===== config.mk =====
export PLATFORM = sky130hd
export DESIGN_NAME = rom_fetch_sequencer
export DESIGN_NICKNAME = d
export VERILOG_FILES = /design/src/rtl/rom_fetch_sequencer.sv
export SDC_FILE = /design/constraint.sdc
export NUM_CORES = 1
export LEC_CHECK = 0
export ABC_AREA = 1
export CAP_MARGIN = 0
export CORE_ASPECT_RATIO = 1.2
export CORE_MARGIN = 5
export CORE_UTILIZATION = 46
export DETAILED_ROUTE_END_ITERATION = 6
export PLACE_DENSITY_LB_ADDON = 0.12
export REMOVE_ABC_BUFFERS = 1
export SLEW_MARGIN = 10
export SYNTH_ARGS = -nofsm -noshare
export SYNTH_HDL_FRONTEND = slang
export SYNTH_SLANG_ARGS = --single-unit

===== constraint.sdc =====
create_clock -name clk -period 1.7 [get_ports clk]
set_clock_uncertainty 0.05 [all_clocks]
set_input_delay 0.34 -clock clk [delete_from_list [all_inputs] [get_ports clk]]
set_output_delay 0.34 -clock clk [all_outputs]
set_load 0.03 [all_outputs]

===== src/rtl/rom_fetch_sequencer.sv =====
// Instruction-fetch sequencer: owns the PC, reads a zero-latency ROM and
// queues {instruction, pc} pairs in a 2-entry buffer for the decode stage.
module rom_fetch_sequencer #(
  parameter int unsigned ADDR_W   = 8,
  parameter int unsigned DATA_W   = 8,
  parameter int unsigned RESET_PC = 0,
  parameter int unsigned CNT_W    = 16
) (
  input  logic              clk,
  input  logic              rst_n,
  output logic [ADDR_W-1:0] rom_address,
  input  logic [DATA_W-1:0] rom_dataout,
  output logic              instr_valid,
  output logic [DATA_W-1:0] instr_data,
  output logic [ADDR_W-1:0] instr_pc,
  input  logic              instr_ready,
  input  logic              redirect_valid,
  input  logic [ADDR_W-1:0] redirect_pc,
  input  logic              halt,
  output logic              running,
  output logic              wrap_pulse,
  output logic [CNT_W-1:0]  fetch_count
);

  localparam int unsigned CNT_BUF_W = 2;

  typedef enum logic {
    ST_RUN  = 1'b0,
    ST_HALT = 1'b1
  } state_t;

  typedef struct packed {
    logic [DATA_W-1:0] data;
    logic [ADDR_W-1:0] pc;
  } entry_t;

  state_t                 r_state;
  state_t                 w_state_nxt;
  logic [ADDR_W-1:0]      r_pc;
  logic [CNT_BUF_W-1:0]   r_count;
  logic [CNT_BUF_W-1:0]   w_count_nxt;
  entry_t                 r_head;
  entry_t                 r_tail;
  entry_t                 w_entry;
  logic                   r_wrap;
  logic [CNT_W-1:0]       r_fetch_cnt;
  logic                   w_pop;
  logic                   w_push;
  logic                   w_full;

  // State register
  always_ff @(posedge clk) begin
    if (!rst_n) begin
      r_state <= ST_RUN;
    end else begin
      r_state <= w_state_nxt;
    end
  end

  // Next state plus handshake decisions for this cycle
  always_comb begin
    w_state_nxt = r_state;
    w_pop       = 1'b0;
    w_push      = 1'b0;
    w_full      = (r_count == CNT_BUF_W'(2));
    w_entry     = '{data: rom_dataout, pc: r_pc};

    case (r_state)
      ST_RUN:  if (halt)  w_state_nxt = ST_HALT;
      ST_HALT: if (!halt) w_state_nxt = ST_RUN;
      default: w_state_nxt = ST_RUN;
    endcase

    w_pop  = (r_count != CNT_BUF_W'(0)) & instr_ready;
    w_push = (r_state == ST_RUN) & ~halt & ~redirect_valid & (~w_full | w_pop);
  end

  // Occupancy: a redirect flushes regardless of any pop/push
  always_comb begin
    w_count_nxt = r_count;
    if (redirect_valid) begin
      w_count_nxt = CNT_BUF_W'(0);
    end else begin
      case ({w_push, w_pop})
        2'b10:   w_count_nxt = r_count + CNT_BUF_W'(1);
        2'b01:   w_count_nxt = r_count - CNT_BUF_W'(1);
        default: w_count_nxt = r_count;
      endcase
    end
  end

  // PC, buffer and status datapath
  always_ff @(posedge clk) begin
    if (!rst_n) begin
      r_pc        <= ADDR_W'(RESET_PC);
      r_count     <= CNT_BUF_W'(0);
      r_head      <= '0;
      r_tail      <= '0;
      r_wrap      <= 1'b0;
      r_fetch_cnt <= '0;
    end else begin
      r_count <= w_count_nxt;
      r_wrap  <= w_push & (r_pc == {ADDR_W{1'b1}});

      if (redirect_valid) begin
        r_pc <= redirect_pc;
      end else if (w_push) begin
        r_pc <= r_pc + ADDR_W'(1);
      end

      if (w_push && (r_fetch_cnt != {CNT_W{1'b1}})) begin
        r_fetch_cnt <= r_fetch_cnt + CNT_W'(1);
      end

      // Head advances from tail when full; otherwise a push lands in the
      // head if it is (or is about to become) empty. A lone pop at count 1
      // leaves the head untouched so the outputs hold their last value.
      if (w_pop && w_full) begin
        r_head <= r_tail;
      end else if (w_push && ((r_count == CNT_BUF_W'(0)) ||
                              (w_pop && (r_count == CNT_BUF_W'(1))))) begin
        r_head <= w_entry;
      end

      if (w_push && (w_full || ((r_count == CNT_BUF_W'(1)) && !w_pop))) begin
        r_tail <= w_entry;
      end
    end
  end

  assign rom_address = r_pc;
  assign instr_valid = (r_count != CNT_BUF_W'(0));
  assign instr_data  = r_head.data;
  assign instr_pc    = r_head.pc;
  assign running     = (r_state == ST_RUN);
  assign wrap_pulse  = r_wrap;
  assign fetch_count = r_fetch_cnt;

endmodule


==> results.toml, run 1 <==
[finish]
antenna_cells = 0
area_delta_synth_final_pct = 42.2
layout_commonest_cell = "nand2_1"
final.fill_count = 588
stdcell_area_um2 = 4320
layout.nets = 574
final_cell_mix = "nand2_1 (96), nor2_1 (74), dfxtp_1 (56)"
instances_no_fill = 638
layout-drive-gt1-share_pct = 18.6
final_util_pct = 67.0

[clock_tree]
clk_latency_ns = 0.33
clockBufferDepth = 2
root_buffer = "clkbuf_8"
path_clk_slew_ns = 0.07
cts_tree = "built"
htreeDepth = 3
cts.sinks = 60
tritoncts.num_buffers = 9
ctsHoldBuffers = 0

[route]
drtIter0Drc = 106
drt_pre_antenna_iters = 5
wl_per_cell_um = 13.0
vias_per_cell = 5.01
via_count = 3195
drt_wl_total_mm = 8.27
drc_errors = 0
ant_nets = 0

[worst_setup_path]
r2r_cells = 13
critPathKind = "flip-flop to flip-flop"
r2r-end = "instr_data[2]"
cp.arrival_ns = 1.97
cp_max_fo = 8
critPathLaunchType = "flip-flop"
reg2reg_from = "r_count[1]"
startpoint = "r_count[1]"
cp-end-kind = "flip-flop"
r2r_setup_slack_ns = -0.05
critPathCapture = "instr_data[2]"
worstPathRequired_ns = 1.92

[die]
die_h_um = 99.0
start_util_pct = 47.1
die_area_um2 = 8330
dieWidth_um = 84.2
rows = 32
ios = 64
coreArea_um2 = 6450

[global_routing]
grt_usage_pct = 19.8
antenna_found_initial = 0
grt_pass1_wl_mm = 13.7
overflow = 0
grt_start_max_net_pins = 28
grt_pass1_vias = 3066

[timing]
hold_slack_ns = 0.396
slew_violations = 0
finalHoldViolCount = 0
finalCriticalPeriod_ns = 1.75
period_share_pct = 103
tightestPinTransition_ns = 0.326
fmax_mhz = 573
relSlewSlack_pct = 78.2
rsz0062_at_grt = "yes"
layout_setup_ws_ns = -0.0453
setup_viol = 16

[synth]
synth_seq_area_share_pct = 39.6
syn_area_per_cell_um2 = 6.84
synth_area_um2 = 3040
yosys_warnings = 0
yosys_register_bits = 60
syn-instance-count = 444
yosysUniqueCellTypes = 35

[placement]
pre_cts_slack_ns = -0.226
place_hpwl_mm = 5.83
gp_congestion = 0.853
dp.cells = 615
portBuffers = 63
postPlaceCellArea_um2 = 4030

[power_and_ir_drop]
p_per_area_nw_per_um2 = 728
irDropWorstVdd_uv = 358
power_leakage_nw = 1.98

[run_status]
violations = "negative setup slack"
outcome = "finished with violations"

[min_path]
min_path_cells = 2
hold_path_class = "flip-flop to flip-flop"

[run]
cap_violations = 0
-- cells by family (layout without fill, tap and decap cells) --
group,Yosys count,count (layout),share of synthesized area (%)
xor gates and xnor gates,8,8,2.31
adders and majority gates,5,5,2.06
AOI/OAI and AO/OA,73,73,12.9
muxes,1,1,0.330
and+or+nand+nor,249,249,35.7
buffers and inverters,48,157,7.13
DFF,60,60,39.6
-- power breakdown --
group	leakage [nW]	internal, mW	switching, mW
Sequential	0.490	1.46	0.0304
Combinational	1.40	0.228	0.306
Clock	0.0824	0.564	0.559
-- metal layers --
metal | up-vias | GRT usage, % | share of wire, % | wire, um
li1 | 1655 | - | - | -
met1 | 1448 | 23.4 | 43 | 3540
met2 | 78 | 34.8 | 51 | 4230
met3 | 14 | 4.10 | 4.4 | 366
met4 | 0 | 8.04 | 1.6 | 129
met5 | - | 0 | 0 | 0
-- synthesized netlist by cell type (all sizes together) --
cell,n,share of area [%]
a21boi,1,0.25
a21o,1,0.25
a21oi,24,4.3
a22oi,1,0.25
a31oi,2,0.41
buf,11,2.4
clkbuf,8,1.0
clkinv,1,0.12
dfxtp,60,40
ha,5,2.1
inv,28,3.5
mux2i,1,0.33
nand2,105,14
nand3,42,6.9
nand3b,1,0.25
nand4,7,1.4
nor2,90,13
nor3,3,0.49
nor4,1,0.21
o21ai,42,6.9
o21bai,2,0.49
xnor2,4,1.2
xor2,4,1.2
-- metrics by stage --
| stage | power [mW] | TNS, ns |
|---|---|---|
| floorplan | 1.77 | -12.09 |
| global placement | 2.04 | -8.42 |
| detailed placement | 2.04 | -9.10 |
| CTS | 3.16 | -0.00211 |
| global route | 3.29 | -2.07 |
| finish | 3.14 | -0.452 |
-- worst max-delay path, cell delays in order (launching register included) --
cell and delay (ns):
dfxtp_2 0.35, inv_2 0.06, ha_4 0.16, inv_4 0.05, nand2_4 0.05, buf_12 0.12, a21oi_4 0.21, buf_6 0.13
nand2_4 0.04, nand2_4 0.06, buf_4 0.12, buf_12 0.11, o21ai_0 0.07, nor2_1 0.09
-- sequential cells by signal, summed over array words and instances (netlist names) --
| signal | cells |
|---|---|
| fetch_count | 16 |
| instr_data | 8 |
| wrap_pulse | 1 |
| rom_address | 8 |
| r_tail | 16 |
| r_state | 1 |
| r_count | 2 |
| instr_pc | 8 |
-- cell type report --
class                   instances  area [um^2]  area share (%)
repair buffers                112         1030            23.8
multi-input cells             336         1680            38.8
clock inverters                 4         25.0           0.579
well taps                      85          106            2.46
inverters                      29          129            2.98
flip-flops and latches         60         1210            27.9
clock buffers                  12          145            3.36
-- worst min path at each step --
stage                          start         end
after floorplan           r_tail[11]  r_tail[11]
after global placement    r_tail[12]  r_tail[12]
after detailed placement  r_tail[13]  r_tail[13]
after CTS                 r_tail[13]  r_tail[13]
after global routing      r_tail[13]  r_tail[13]
final                     r_tail[13]  r_tail[13]
-- timing repair --
item                       4_1_cts  5_1_grt
pin swaps                        2        9
gates cloned                     1        0
setup endpoints to repair       84       51
buffers inserted                 2        5
resized for setup               63       30
(Power assumes the default switching activity.)
==> run 2, diff against run 1 <==
--- a/config.mk
+++ b/config.mk
@@ -10,6 +10,7 @@
 export CORE_ASPECT_RATIO = 1.2
 export CORE_MARGIN = 5
 export CORE_UTILIZATION = 46
+export CTS_CLUSTER_DIAMETER = 80
 export DETAILED_ROUTE_END_ITERATION = 6
 export PLACE_DENSITY_LB_ADDON = 0.12
 export REMOVE_ABC_BUFFERS = 1
==> results of run 2 <==
Same layout as run 1: the final DEF is identical, and so are final timing and power.
==> RTL edit: new RTL, flow settings as in run 2 <==
`CNT_W`: 16 -> 20.
--- a/src/rtl/rom_fetch_sequencer.sv
+++ b/src/rtl/rom_fetch_sequencer.sv
@@ -6,3 +6,3 @@
   parameter int unsigned RESET_PC = 0,
-  parameter int unsigned CNT_W    = 16
+  parameter int unsigned CNT_W    = 20
 ) (
Interface: changed (resized fetch_count); port bits go from 64 to 68. The function was not compared with the original's and may differ.
==> RTL edit against run 2 <==
Synthesized area up 7.5%; sequential cell count up 4; die area up 6.7%; worst setup slack better by 83 ps; count of clock-buffer cells in the layout down 3; synthesized cell count is 9.7% higher; design area rose by 7.8%; power is 15% higher; routed wire length grew 15%; clock power increased by 40%; via count increased by 9.3%.
==> RTL edit: results (changes against run 2) <==
Global routing
  • Global Route met3 Usage: 4.76% (was 4.10%)
  • First-pass GRT wire length: 15.1 mm (was 13.7 mm)
  • Initial antenna violation count: 0 (unchanged)
  • Met1 Use GR: 23.7% (was 23.4%)
  • Met2 Usage GRT: 39.4% (was 34.8%)
  • Largest net degree at the start of global routing: 53 (was 28)
  • GRT Util Overall: 21.5% (was 19.8%)
  • Vias in the first global route: 3274 (was 3066)

Finish
  • Share of cells above drive strength 1: 18.8% (was 18.6%)
  • # fillers: 599 (was 588)
  • Layout Nets: 612 (was 574)

Critical path
  • R2R Setup Slk: 40 ps (was -50 ps)
  • Worst Path Max Fanout: 3 (was 8)
  • R2R Path End: fetch_count[12] (was instr_data[2])
  • Critical Path Sink: instr_valid (was instr_data[2])
  • Setup crit start: r_count[0] (was r_count[1])
  • CP peak stage delay: 340 ps
  • Critical path's slowest cell: dfxtp_2 (unchanged)

Clocking
  • H-tree levels: 3 (unchanged)
  • CTS buffer count: 9 (unchanged)
  • Post-CTS resize count: 62 (was 63)

Pwr
  • P_seq: 1.58 mW (was 1.49 mW)
  • Pleak: 2.20 nW (was 1.98 nW)
  • VDD IR max: 0.506 mV (was 0.358 mV)
  • Pint: 2.71 mW (was 2.25 mW)
  • Power Clock: 1.57 mW (was 1.12 mW)

Synth
  • Synth warn: 0 (unchanged)
  • Sequential element share of the synthesized area: 39.2% (was 39.6%)
  • Synth area leaders: dfxtp_1, nand2_1, nor2_1 (unchanged)
  • Synth top cells by count: nand2_1, nor2_1, dfxtp_1 (unchanged)
  • Library cells used by synthesis: 34 (was 35)

Place
  • Post-DP HPWL: 6.40 mm (was 5.83 mm)
  • IO buf count: 67 (was 63)
  • Final Wtd Congestion: 0.909 (was 0.853)
  • Post-place instance area: 0.00423 mm^2 (was 0.00403 mm^2)

Routing
  • Vias: 3493 (was 3195)
  • Drt initial violations: 175 (was 106)
  • Final wirelength: 9.52 mm (was 8.27 mm)
  • DRT Pass-1 Iters: 4 (was 5)

Status
  • Outcome: finished, final reports clean (was complete, but fails checks)

STA
  • Relative slew slack: 74.2% (was 78.2%)
==> RTL edit: worst register-to-register path: cells and delay by family, from the launching register on <==
| kind | cells | cell delay [ps] |
|---|---|---|
| simple gates | 9 | 770 |
| flops | 1 | 360 |
| buf+inv | 3 | 240 |
| fa+ha+maj | 1 | 160 |
==> RTL edit: cell families after synthesis <==
logic type	synth area share [%]
buffers and inverters	7.82
AOI/OAI and AO/OA	11.6
xor gates and xnor gates	1.61
and+or+nand+nor	37.8
DFF	39.2
adders and majority gates	1.92
==> RTL edit: cell type report <==
type	instances	area (um^2)	share of cell area, %
clock buffer	9	124	2.66
clock inverter	6	109	2.34
inverter	40	163	3.49
multi-input combinational	365	1840	39.5
sequential	64	1290	27.7
tap	87	109	2.34
timing repair buffer	106	1030	22.0
==> RTL edit: how the worst min path moves through the flow <==
stage | startpoint | endpoint | slack (ps)
6_report | r_tail[1] | r_tail[1] | 430
5_1_grt | r_tail[10] | r_tail[10] | 460
4_1_cts | r_tail[12] | r_tail[12] | 440
3_5_place_dp | r_tail[12] | r_tail[12] | 420
3_3_place_gp | r_tail[12] | r_tail[12] | 410
2_1_floorplan | halt | r_state | 380
==> RTL edit: layer usage <==
metal,share of wire [%],vias to the layer above
met2,53,113
met5,0,-
met1,38,1606
met4,2.2,0
met3,6.8,17
li1,-,1757
==> RTL edit: per-stage QoR <==
| step | total power, mW | std cells | setup WS [ps] | setup TNS [ps] | util (%) |
|---|---|---|---|---|---|
| after floorplan | 1.84 | 469 | -327 | -10550 | - |
| after global placement | 2.09 | 655 | -220 | -8890 | 61.4 |
| after detailed placement | 2.09 | 655 | -246 | -9610 | 61.4 |
| after CTS | 3.65 | 674 | 16.0 | 0 | 65.6 |
| after global routing | 3.76 | 677 | -61.2 | -201 | 67.5 |
| final | 3.63 | 677 | 37.6 | 0 | 67.5 |
